--- src/rtl/madd_pkg.sv ---
// Shared definitions for the column-truncated multiply-add unit:
// result-width derivation, parameter range check and a bit-level
// reference function used by RTL assertions and the bench.
package madd_pkg;

  localparam int MAX_W = 16;
  localparam int REF_W = 2 * MAX_W;

  function automatic int out_w_of(input int w);
    return 2 * w;
  endfunction

  function automatic bit trunc_in_range(input int w, input int trunc);
    return (w >= 1) && (w <= MAX_W) && (trunc >= 0) && (trunc < out_w_of(w));
  endfunction

  // Sum of partial-product bits in columns >= trunc, plus c with its low trunc bits cleared.
  function automatic logic [REF_W-1:0] trunc_madd(input logic [MAX_W-1:0] a,
                                                  input logic [MAX_W-1:0] b,
                                                  input logic [MAX_W-1:0] c,
                                                  input int trunc);
    logic [REF_W-1:0] acc;
    logic [REF_W-1:0] keep;
    acc  = '0;
    keep = {REF_W{1'b1}} << trunc;
    for (int i = 0; i < MAX_W; i++) begin
      for (int j = 0; j < MAX_W; j++) begin
        if (a[i] && b[j] && ((i + j) >= trunc)) begin
          acc = acc + (REF_W'(1) << (i + j));
        end
      end
    end
    return acc + ({{(REF_W - MAX_W){1'b0}}, c} & keep);
  endfunction

endpackage

--- src/rtl/madd_trunc_pp.sv ---
// Combinational partial-product array with the lowest TRUNC result
// columns removed. Output P is OUT_W = 2*W bits wide.
module madd_trunc_pp
  import madd_pkg::*;
#(
  parameter int W     = 6,
  parameter int TRUNC = 4,
  localparam int OUT_W = out_w_of(W)
) (
  input  logic [W-1:0]     a,
  input  logic [W-1:0]     b,
  output logic [OUT_W-1:0] p
);

  logic [REF_W-1:0] p_ref;

  // accumulate every a[i]&b[j] whose weight column survives truncation
  always_comb begin
    p = '0;
    for (int i = 0; i < W; i++) begin
      for (int j = 0; j < W; j++) begin
        if ((i + j) >= TRUNC) begin
          p = p + ({{(OUT_W - 1){1'b0}}, a[i] & b[j]} << (i + j));
        end
      end
    end
  end

  // cross-check the array against the shared reference model
  always_comb begin
    p_ref = trunc_madd(MAX_W'(a), MAX_W'(b), '0, TRUNC);
    assert (p_ref == REF_W'(p));
  end

endmodule

--- src/rtl/madd_trunc_pipe.sv ---
// Two-stage approximate multiply-add y ~= a*b + c with valid/ready
// handshake on both sides. Stage 1 holds the truncated product and the
// masked addend; stage 2 is the output register. Accumulate mode
// (running sum in place of c, sticky wrap flag) is built only when
// MADD_TRUNC_ACC_EN is defined; otherwise in_acc/acc_clr are ignored
// and acc_ovf is tied low.
module madd_trunc_pipe
  import madd_pkg::*;
#(
  parameter int W     = 6,
  parameter int TRUNC = 4,
  localparam int OUT_W = out_w_of(W)
) (
  input  logic             clk,
  input  logic             rst,
  input  logic             in_valid,
  output logic             in_ready,
  input  logic [W-1:0]     in_a,
  input  logic [W-1:0]     in_b,
  input  logic [W-1:0]     in_c,
  input  logic             in_acc,
  input  logic             acc_clr,
  output logic             out_valid,
  input  logic             out_ready,
  output logic [OUT_W-1:0] out_y,
  output logic             acc_ovf
);

  localparam bit TRUNC_OK = trunc_in_range(W, TRUNC);
  localparam logic [OUT_W-1:0] KEEP_MASK = {OUT_W{1'b1}} << TRUNC;

  if (!TRUNC_OK) begin : g_bad_trunc
    $error("madd_trunc_pipe: TRUNC must lie in 0..2*W-1");
  end

  logic [OUT_W-1:0] pp;
  logic [OUT_W-1:0] ct_in;
  logic [OUT_W-1:0] s1_p;
  logic [OUT_W-1:0] s1_ct;
  logic             s1_valid;
  logic             accept;
  logic             s2_load;
  logic [OUT_W-1:0] y_next;

  madd_trunc_pp #(
    .W     (W),
    .TRUNC (TRUNC)
  ) u_pp (
    .a (in_a),
    .b (in_b),
    .p (pp)
  );

  assign ct_in    = {{(OUT_W - W){1'b0}}, in_c} & KEEP_MASK;
  assign in_ready = !s1_valid || !out_valid || out_ready;
  assign accept   = in_valid && in_ready;
  // stage 1 moves on whenever the output register is empty or draining
  assign s2_load  = s1_valid && (!out_valid || out_ready);

  // stage 1: capture product and addend of an accepted beat
  always_ff @(posedge clk or posedge rst) begin
    if (rst) begin
      s1_valid <= 1'b0;
      s1_p     <= '0;
      s1_ct    <= '0;
    end else if (accept) begin
      s1_valid <= 1'b1;
      s1_p     <= pp;
      s1_ct    <= ct_in;
    end else if (s2_load) begin
      s1_valid <= 1'b0;
    end
  end

  // stage 2: output register, held while the consumer stalls
  always_ff @(posedge clk or posedge rst) begin
    if (rst) begin
      out_valid <= 1'b0;
      out_y     <= '0;
    end else if (s2_load) begin
      out_valid <= 1'b1;
      out_y     <= y_next;
    end else if (out_valid && out_ready) begin
      out_valid <= 1'b0;
    end
  end

`ifdef MADD_TRUNC_ACC_EN
  logic             s1_acc;
  logic [OUT_W-1:0] acc;
  logic [OUT_W:0]   acc_sum;
  logic             acc_ovf_q;

  assign acc_sum = {1'b0, s1_p} + {1'b0, acc};
  assign acc_ovf = acc_ovf_q;

  // P + Ct never carries out of OUT_W bits; the running sum may wrap
  always_comb begin
    y_next = s1_acc ? acc_sum[OUT_W-1:0] : (s1_p + s1_ct);
  end

  // mode bit travels with its beat through stage 1
  always_ff @(posedge clk or posedge rst) begin
    if (rst) begin
      s1_acc <= 1'b0;
    end else if (accept) begin
      s1_acc <= in_acc;
    end
  end

  // accumulator: clear beats a same-cycle load, which still saw the old value
  always_ff @(posedge clk or posedge rst) begin
    if (rst) begin
      acc       <= '0;
      acc_ovf_q <= 1'b0;
    end else if (acc_clr) begin
      acc       <= '0;
      acc_ovf_q <= 1'b0;
    end else if (s2_load && s1_acc) begin
      acc <= acc_sum[OUT_W-1:0];
      if (acc_sum[OUT_W]) begin
        acc_ovf_q <= 1'b1;
      end
    end
  end
`else
  logic unused_acc_ctrl;

  assign unused_acc_ctrl = in_acc ^ acc_clr;
  assign acc_ovf         = 1'b0;

  // every beat computes P + Ct
  always_comb begin
    y_next = s1_p + s1_ct;
  end
`endif

endmodule

--- config.mk ---
export PLATFORM = sky130hd
export DESIGN_NAME = madd_trunc_pipe
export DESIGN_NICKNAME = d
export VERILOG_FILES = /design/src/rtl/madd_pkg.sv /design/src/rtl/madd_trunc_pp.sv /design/src/rtl/madd_trunc_pipe.sv
export SDC_FILE = /design/constraint.sdc
export NUM_CORES = 1
export LEC_CHECK = 0
export ABC_AREA = 1
export CORE_MARGIN = 4
export CORE_UTILIZATION = 30
export DETAILED_ROUTE_END_ITERATION = 10
export PLACE_DENSITY = 0.52
export SYNTH_ARGS = -nofsm -noshare
export SYNTH_HDL_FRONTEND = slang
export SYNTH_SLANG_ARGS = --single-unit
export TNS_END_PERCENT = 10
--- constraint.sdc ---
create_clock -name clk -period 1.9 [get_ports clk]
set_clock_uncertainty 0.05 [all_clocks]
set_input_delay 0.19 -clock clk [delete_from_list [all_inputs] [get_ports clk]]
set_output_delay 0.19 -clock clk [all_outputs]
set_load 0.05 [all_outputs]
# Yosys cells after proc, flatten, opt, wreduce, memory -nomap -nowiden
# Cells that the tools add are included.
# totals
register_bits	28
out_inout_bits	15
wordCells	71
input_bits	24
# classes
reduce_logical	10
add_sub_neg	26
n_bitwise	26
muxes	4
# op_table
cell	n
12-bit by 6-bit adder with 12-bit output	6
12-bit by 7-bit adder with 12-bit output	5
12-bit by 5-bit adder with 12-bit output	4
12-bit by 8-bit adder with 12-bit output	4
12-bit by 9-bit adder with 12-bit output	3
1-bit AND	26
12-bit by 10-bit adder with 12-bit output	2
12-bit by 11-bit adder with 12-bit output	1
5-bit by 6-bit adder with 7-bit output	1
1-bit two-way mux	4
2-bit nonzero test	2
1-bit logical AND	3
1-bit logical OR	3
1-bit logical NOT	2

# Logic depth before layout (Yosys ltp)
# Gate-level depths: netlist (run 1).
# logic_depth
word_depth	26
ltp_mapped	15
depth_no_buf	15

# By module
# A second synthesis (run 1) with hierarchy kept.
# hier_totals
cells_unflattened	262
hier_area_um2	2104.5
# modules_own_cells
mod	area_per_inst_um2	n_inst	seq_area_each_um2	cells_each
madd_trunc_pipe	1280.0	1	700.7	144
madd_trunc_pp	824.5	1	0.0	118

# Worst setup path after synthesis (run 1)
# OpenSTA, ideal clock, no wires.
# synth_timing
path_type	input port to flip-flop
start	in in_a[3]
end	reg s1_p[10]
n_path_buf	0
setup_time_ps	117
required_time_ps	1733
stages	14
arrival_ps	2975
path_slack_ps	-1243
path_cell_list	nand2_1 -> inv_1 -> fa_1 -> fa_1 -> inv_1 -> fa_1 -> inv_1 -> ha_1 -> fa_1 -> nand3_1 -> nand2_1 -> or2_1 -> nand3_1 -> nand2_1
# synth_between
elab_chain_cells	18
word_cells_on_any_way	22
cone_classes	17 x add/sub; 5 x bitwise
# synth_lines
item	line	text
from (decl)	madd_trunc_pipe.sv:18	input logic [W-1:0] in_a,
1-bit AND	madd_trunc_pp.sv:23	p = p + ({{(OUT_W - 1){1'b0}}, a[i] & b[j]} << (i + j));
12-bit by 5-bit adder with 12-bit output	madd_trunc_pp.sv:23	
12-bit by 6-bit adder with 12-bit output	madd_trunc_pp.sv:23	
12-bit by 7-bit adder with 12-bit output	madd_trunc_pp.sv:23	
12-bit by 8-bit adder with 12-bit output	madd_trunc_pp.sv:23	
12-bit by 9-bit adder with 12-bit output (*)	madd_trunc_pp.sv:23	
12-bit by 5-bit adder with 12-bit output (*)	madd_trunc_pp.sv:23	
12-bit by 6-bit adder with 12-bit output (*)	madd_trunc_pp.sv:23	
(+2 left out)	--	
12-bit by 9-bit adder with 12-bit output (*)	madd_trunc_pp.sv:23	
12-bit by 10-bit adder with 12-bit output (*)	madd_trunc_pp.sv:23	
12-bit by 6-bit adder with 12-bit output (*)	madd_trunc_pp.sv:23	
12-bit by 7-bit adder with 12-bit output (*)	madd_trunc_pp.sv:23	
12-bit by 8-bit adder with 12-bit output (*)	madd_trunc_pp.sv:23	
12-bit by 9-bit adder with 12-bit output (*)	madd_trunc_pp.sv:23	
12-bit by 10-bit adder with 12-bit output (*)	madd_trunc_pp.sv:23	
12-bit by 11-bit adder with 12-bit output (*)	madd_trunc_pp.sv:23	
to (signal assigned)	madd_trunc_pipe.sv:68	s1_p <= pp;
to (decl)	madd_trunc_pipe.sv:38	logic [OUT_W-1:0] s1_p;
# Every way passes the cells marked *; elsewhere a longest branch is shown, timed or not.
# A chain may end at the register's enable or synchronous reset.

# Worst setup path in the final report (run 1)
# layout_timing
start	in in_b[0]
end	reg s1_p[10]
# layout_between
elab_chain_cells	13
word_cells_on_any_way	14
cone_classes	12 x add/sub; 2 x bitwise
# layout_lines
item	line	text
from (decl)	madd_trunc_pipe.sv:19	input logic [W-1:0] in_b,
1-bit AND	madd_trunc_pp.sv:23	
12-bit by 5-bit adder with 12-bit output	madd_trunc_pp.sv:23	
12-bit by 6-bit adder with 12-bit output	madd_trunc_pp.sv:23	
12-bit by 7-bit adder with 12-bit output	madd_trunc_pp.sv:23	
12-bit by 8-bit adder with 12-bit output	madd_trunc_pp.sv:23	
12-bit by 9-bit adder with 12-bit output	madd_trunc_pp.sv:23	
12-bit by 10-bit adder with 12-bit output	madd_trunc_pp.sv:23	
12-bit by 6-bit adder with 12-bit output (*)	madd_trunc_pp.sv:23	
12-bit by 7-bit adder with 12-bit output (*)	madd_trunc_pp.sv:23	
12-bit by 8-bit adder with 12-bit output (*)	madd_trunc_pp.sv:23	
12-bit by 9-bit adder with 12-bit output (*)	madd_trunc_pp.sv:23	
12-bit by 10-bit adder with 12-bit output (*)	madd_trunc_pp.sv:23	
12-bit by 11-bit adder with 12-bit output (*)	madd_trunc_pp.sv:23	
# Marks and branches as above.

==> summary.txt, run 1 <==
Floorplanning
  – Top Ports: 39
  – FP Rows: 27
  – Die width: 84.66 microns
  – Core Footprint: 5608 sq um
  – DIE HEIGHT: 84.66 microns
  – Die area: 7167 sq um
  – Starting Density: 31.44%

Clock tree
  – Htree depth: 1
  – Clk sink count: 20
  – Root buf cell: clkbuf_8
  – Clock transition at path regs: 0.07 ns
  – TritonCTS buffer count: 3
  – Maximum clock insertion buffer count: 2
  – CTS tree: done
  – Clk_lat worst skew: 0.25 ns

Critical path
  – Worst setup path startpoint: in_b[0]
  – CP startpoint kind: input pin
  – Worst-path cell chain: clkdlybuf4s15_2 -> nand2_1 -> inv_1 -> fa_1 -> inv_2 -> fa_2 -> inv_2 -> fa_2 -> ha_4 -> fa_2 -> nand3_2 -> nand2_1 -> or2_1 -> nand3_1 -> nand2_1
  – Crit path buf inv count: 4
  – Critical path required time: 1.99 ns
  – WS Path Type: in -> reg
  – Crit path max-delay family: adder cells
  – WP data arrival: 2.93 ns
  – CP Capture Type: register
  – Worst Path Max Fanout: 2
  – CP peak stage delay: 0.56 ns
  – Reg2Reg Launch Point: s1_ct[4]$_DFFE_PP0P_
  – Worst path slowest cell: fa_2

Global routing
  – Remaining global-route overflow: 0
  – Initial antenna violation count: 0
  – GRT Util Overall: 10.67%
  – Vias in the first global route: 1492
  – Pin count of the biggest net entering global routing: 21
  – Global-route wire length before repair: 6.417 mm

Routing
  – DR pass1 iterations: 4
  – Per-cell routed wire length: 10.30 microns
  – Detailed Route Iter0 Violations: 56
  – Drt total wl: 3.481 mm
  – DRC: 0
  – DR vias/cell: 4.225
  – Final ANT Viol Nets: 0
  – Vias: 1428

Place
  – DP Area: 2232 sq um
  – DP Worst Slack: -1.634 ns
  – I/O Buffers: 27
  – GPL Wtd Cong: 0.8727
  – Post-DP HPWL: 2.956 mm
  – Placed cell count: 335

Hold path
  – Worst Hold Class: in -> async

Synthesis
  – Warnings, synthesis: 0
  – Main synth FF type: dfrtp_1
  – Synth Register Bits: 20
  – Mapped cell area: 1763 sq um
  – Asr flop ratio synth: 100.0%
  – Syn Area/Cell: 7.870 sq um
  – Post-synthesis cell type count: 27
  – Seq/Total Area, Yosys: 28.39%
  – Cells after Synth: 224
  – Number of flops mapped to enable cells by yosys: 0

Power and ir drop
  – P_leak: 1.290 nW
  – Peak supply drop: 0.5594 mV
  – Power Density: 960.9 nW/um^2
  – Total power draw: 2.172 mW

Timing
  – Worst-margin pin slew: 0.5017 ns
  – Setup TNS: -4.553 ns
  – Tmin final: 2.836 ns
  – WHS: 0.2264 ns
  – Final Hold Vio Count: 0
  – Tcrit/Tclk final: 149.2%
  – Final setup violation count: 7
  – RSZ-0062 raised after global routing: yes
  – Worst slew margin: 66.45%
  – Final worst slack: -0.9356 ns
  – Slew Limit Fails: 0
  – Max Freq: 0.3527 GHz

Finish
  – Final core utilization: 40.32%
  – Nets: 322
  – Layout cells sized above 1: 22.56%
  – Layout fillers: 611
  – Synthesis-to-finish area growth: 28.25%
  – Finished Cell Area: 2261 sq um
  – Non-filler cells, final: 338
  – Antenna cells: 0

Run
  – Number of max-cap violations: 0

Outcome
  – Status: complete, but fails checks
  – Violated checks: setup timing
-- layout make-up --
| class | instances | area [sq um] | area share [%] |
|---|---|---|---|
| Clock buffer | 3 | 41.29 | 1.826 |
| Inverter | 49 | 183.9 | 8.135 |
| Multi-Input combinational cell | 152 | 1082 | 47.87 |
| Sequential cell | 20 | 500.5 | 22.14 |
| Tap cell | 72 | 90.09 | 3.985 |
| Timing Repair Buffer | 42 | 362.8 | 16.05 |
-- logic make-up after synthesis --
logic type,after synthesis,synth area share (%)
adder cells (fa/ha/maj),30,27.68
flip-flops,20,28.39
XOR/XNOR,3,1.491
buffers and inverters,56,13.48
AND/OR/NAND/NOR,100,23.63
other,1,0.2127
AO/OA/AOI/OAI,14,5.110
-- worst min-delay path: cells and delay by family --
family / cells / cell delay, ns
buffers and inverters: 3 / 0.72
-- flip-flops by register name, indices dropped and copies added (netlist names) --
name       count
out_y          8
s1_p           8
s1_ct          2
out_valid      1
s1_valid       1
-- cells in the final DEF, fill, tap and decap left out, drive strengths merged, types with 5 or more instances in the layout --
cell type	count
nand3	12
ha	15
nand2	80
dfrtp	20
fa	15
conb	5
clkdlybuf4s50	14
inv	49
buf	26
o21ai	8
-- per-layer routing --
metal / up-vias / GRT usage, % / wire length, microns
met5: - / 0 / 0
met1: 645 / 13.45 / 1612
met2: 32 / 19.22 / 1679
li1: 747 / - / -
met3: 4 / 1.079 / 159
met4: 0 / 3.022 / 29
-- power by group --
| group | internal (mW) | switching (mW) |
|---|---|---|
| clock | 0.141 | 0.123 |
| combinational | 0.481 | 0.743 |
| sequential | 0.573 | 0.112 |
| total | 1.19 | 0.978 |
-- worst paths after layout --
check | to | slack [ns] | cells past startpoint
min in group clk | out_y[4]$_DFFE_PP0P_ | 0.43 | 2
setup / recovery | s1_p[10]$_DFFE_PP0P_ | -0.94 | 15
hold / removal | out_y[8]$_DFFE_PP0P_ | 0.23 | 3
setup reg to reg | out_y[10]$_DFFE_PP0P_ | 0.24 | 9
hold reg to reg | out_y[4]$_DFFE_PP0P_ | 0.43 | 2
max in group asynchronous | s1_p[10]$_DFFE_PP0P_ | 1.37 | 3
-- what timing repair did --
item	4_1_cts	5_1_grt
hold buffers	0	0
setup buffers	0	0
endpoints found under the hold margin	0	0
pin swaps	11	0
setup endpoints to repair	7	7
cloned	0	0
gates resized for setup	67	0
-- cells in the mapped netlist, types with 3 or more instances --
| library cell | n | area [sq um] |
|---|---|---|
| fa_1 | 15 | 300.3 |
| nand2_1 | 78 | 292.8 |
| nor2_1 | 4 | 15.01 |
| inv_1 | 48 | 180.2 |
| o21ai_2 | 3 | 26.28 |
| nand3_1 | 11 | 55.05 |
| dfrtp_1 | 20 | 500.5 |
| o21ai_0 | 4 | 20.02 |
| buf_4 | 5 | 37.54 |
| ha_1 | 15 | 187.7 |
(Power assumes the default switching activity.)
==> run 2, diff against run 1 <==
Settings changed: DONT_BUFFER_PORTS from default to 1, PLACE_DENSITY 0.52 to 0.45.
Clock period 1.9 ns to 2.55 ns, I/O delays scaled along.
==> run 2 against run 1 <==
Effect of this change: the flow still finishes with violations (setup timing); non-clock buffer count is 37 lower; sequential power up 5.1%; utilization shrank 5.4 points; sequential share of layout area up 3.4 points; final cell count is 11% lower; worst setup slack improved by 0.73 ns; hold slack got worse by 0.18 ns; via count down 7.8%; wire length fell by 8.9%; clock power is 19% higher; power fell by 27%; global-route usage fell by 1.3 points; largest cell class unchanged.
==> summary.txt, run 2 (synthesis gave the netlist of run 1 again) <==
Outcome
  – Status: complete, but fails checks
  – Violated checks: setup timing

Hold path
  – HP Start: in_c[4]
  – Worst Hold Class: in -> reg

Finish
  – Area of the multi-input gates: 1075 sq um
  – Antenna cells: 0
  – Nets: 285
  – Leading cell types in the layout, fill and taps excluded: nand2_1, inv_1, dfrtp_1
  – FF+latch area: 500.5 sq um
  – Layout fillers: 613
  – Layout cells sized above 1: 12.61%
  – Synthesis-to-finish area growth: 11.21%
  – Commonest non-fill, non-tap cell in the layout: nand2_1
  – Largest registers: out_y: 8 flops, s1_p: 8 flops, s1_ct: 2 flops

Critical path
  – Reg2Reg Launch Point: out_valid$_DFFE_PP0P_
  – R2R setup slack: 0.68 ns
  – WP data arrival: 2.85 ns
  – CP startpoint kind: input pin
  – Worst setup path startpoint: in_a[2]
  – WS Path Type: in -> reg
  – Worst Path Max Fanout: 4
  – CP Capture Type: register
  – Critical path required time: 2.65 ns

Floorplanning
  – Top Ports: 39
  – Die area: 7167 sq um
  – Core Footprint: 5608 sq um
  – FP Rows: 27
  – DIE HEIGHT: 84.66 microns
  – Die width: 84.66 microns
  – Starting Density: 31.44%

Global routing
  – Pin count of the biggest net entering global routing: 21
  – Vias in the first global route: 1338
  – Global-route wire length before repair: 5.699 mm
  – GRT Util Overall: 9.379%
  – Remaining global-route overflow: 0
  – Initial antenna violation count: 0

Clock tree
  – Htree depth: 1
  – Clk_lat worst skew: 0.26 ns
  – CTS tree: done
  – Clock transition at path regs: 0.08 ns
  – Clk sink count: 20
  – Post-CTS Setup Bufs: 0
  – TritonCTS buffer count: 3
  – Root buf cell: clkbuf_8
  – Maximum clock insertion buffer count: 2

Routing
  – Final ANT Viol Nets: 0
  – DR pass1 iterations: 4
  – Drt total wl: 3.170 mm
  – Per-cell routed wire length: 10.50 microns
  – Detailed Route Iter0 Violations: 69
  – DR vias/cell: 4.358
  – DRC: 0
  – Vias: 1316

Power and ir drop
  – Peak supply drop: 0.5236 mV
  – Total power draw: 1.585 mW
  – P_leak: 1.146 nW
  – Power Density: 808.6 nW/um^2

Timing
  – Tcrit/Tclk final: 108.0%
  – Final worst slack: -0.2032 ns
  – Tmin final: 2.753 ns
  – Slew Limit Fails: 0
  – Setup TNS: -0.4667 ns
  – Worst-margin pin slew: 0.7552 ns
  – Final setup violation count: 4
  – Max Freq: 0.3632 GHz
  – Worst slew margin: 49.60%
  – Final Hold Vio Count: 0
  – RSZ-0062 raised after global routing: yes

Place
  – I/O Buffers: 0
  – Post-DP HPWL: 2.681 mm
  – GPL Wtd Cong: 0.7446

Run
  – Number of max-cap violations: 0
run 2: changes by cell type in the layout (fill, tap and decap cells not counted), sizes merged:
cell / previous run / this run
dlygate4sd3: 0 / 1
bufinv: 0 / 1
clkdlybuf4s50: 14 / 0
buf: 26 / 4
clkdlybuf4s15: 2 / 0
run 2: worst max-delay path, cell delays in order:
cell and delay (ns):
nand2_1 0.04, inv_1 0.05, fa_1 0.49, fa_1 0.49, inv_1 0.05, fa_1 0.48
inv_2 0.04, ha_4 0.16, fa_2 0.37, nand3_2 0.06, nand2_1 0.06, or2_1 0.20
nand3_1 0.06, nand2_1 0.05
run 2: through the flow:
step           cell area [sq um]  util [%]  setup WS (ns)  std cells  hold slack, ns
2_1_floorplan               1803         -        -0.4231        228          0.1688
3_3_place_gp                1869     33.33        -0.4639        297          0.2873
3_5_place_dp                1869     33.33        -0.4876        297          0.2744
6_report                    1961     34.96        -0.2032        302         0.04803
5_1_grt                     1961     34.96        -0.3131        302         0.06261
4_1_cts                     1961     34.96        -0.2066        302         0.04267
run 2: path summary, 6_finish.rpt:
check                                       endpoint  cells past startpoint
max in group asynchronous       s1_p[10]$_DFFE_PP0P_                      2
worst max-delay path            s1_p[10]$_DFFE_PP0P_                     14
worst min-delay path            s1_ct[4]$_DFFE_PP0P_                      2
min in group asynchronous       out_y[6]$_DFFE_PP0P_                      2
worst min register to register  s1_ct[4]$_DFFE_PP0P_                      2
worst max register to register   s1_p[9]$_DFFE_PP0P_                      5
run 2: timing repair:
item | CTS | global route
hold endpoints to repair | 20 | 0
endpoints found under the setup margin | 5 | 5
gates resized for setup | 5 | 2
pin swaps | 1 | 1
hold buffers | 1 | 0
run 2: area by class of cell:
class	instances	share of cell area (%)
multi-input combinational	152	54.82
sequential	20	25.53
timing repair buffer	5	2.042
clock buffer	3	2.106
inverter	49	9.381
clock inverter	1	1.532
tap	72	4.595
run 2: power breakdown:
part / switching [mW] / internal [mW] / leakage, nW
combinational: 0.314 / 0.236 / 0.863
sequential: 0.298 / 0.423 / 0.247
clock: 0.105 / 0.209 / 0.0357
total: 0.717 / 0.868 / 1.15
run 2: layer usage:
layer	vias up	wire length, microns	global-route usage [%]
li1	674	-	-
met1	624	1539	12.32
met2	16	1498	16.01
met3	2	110	2.257
met4	0	23	1.295
met5	-	0	0
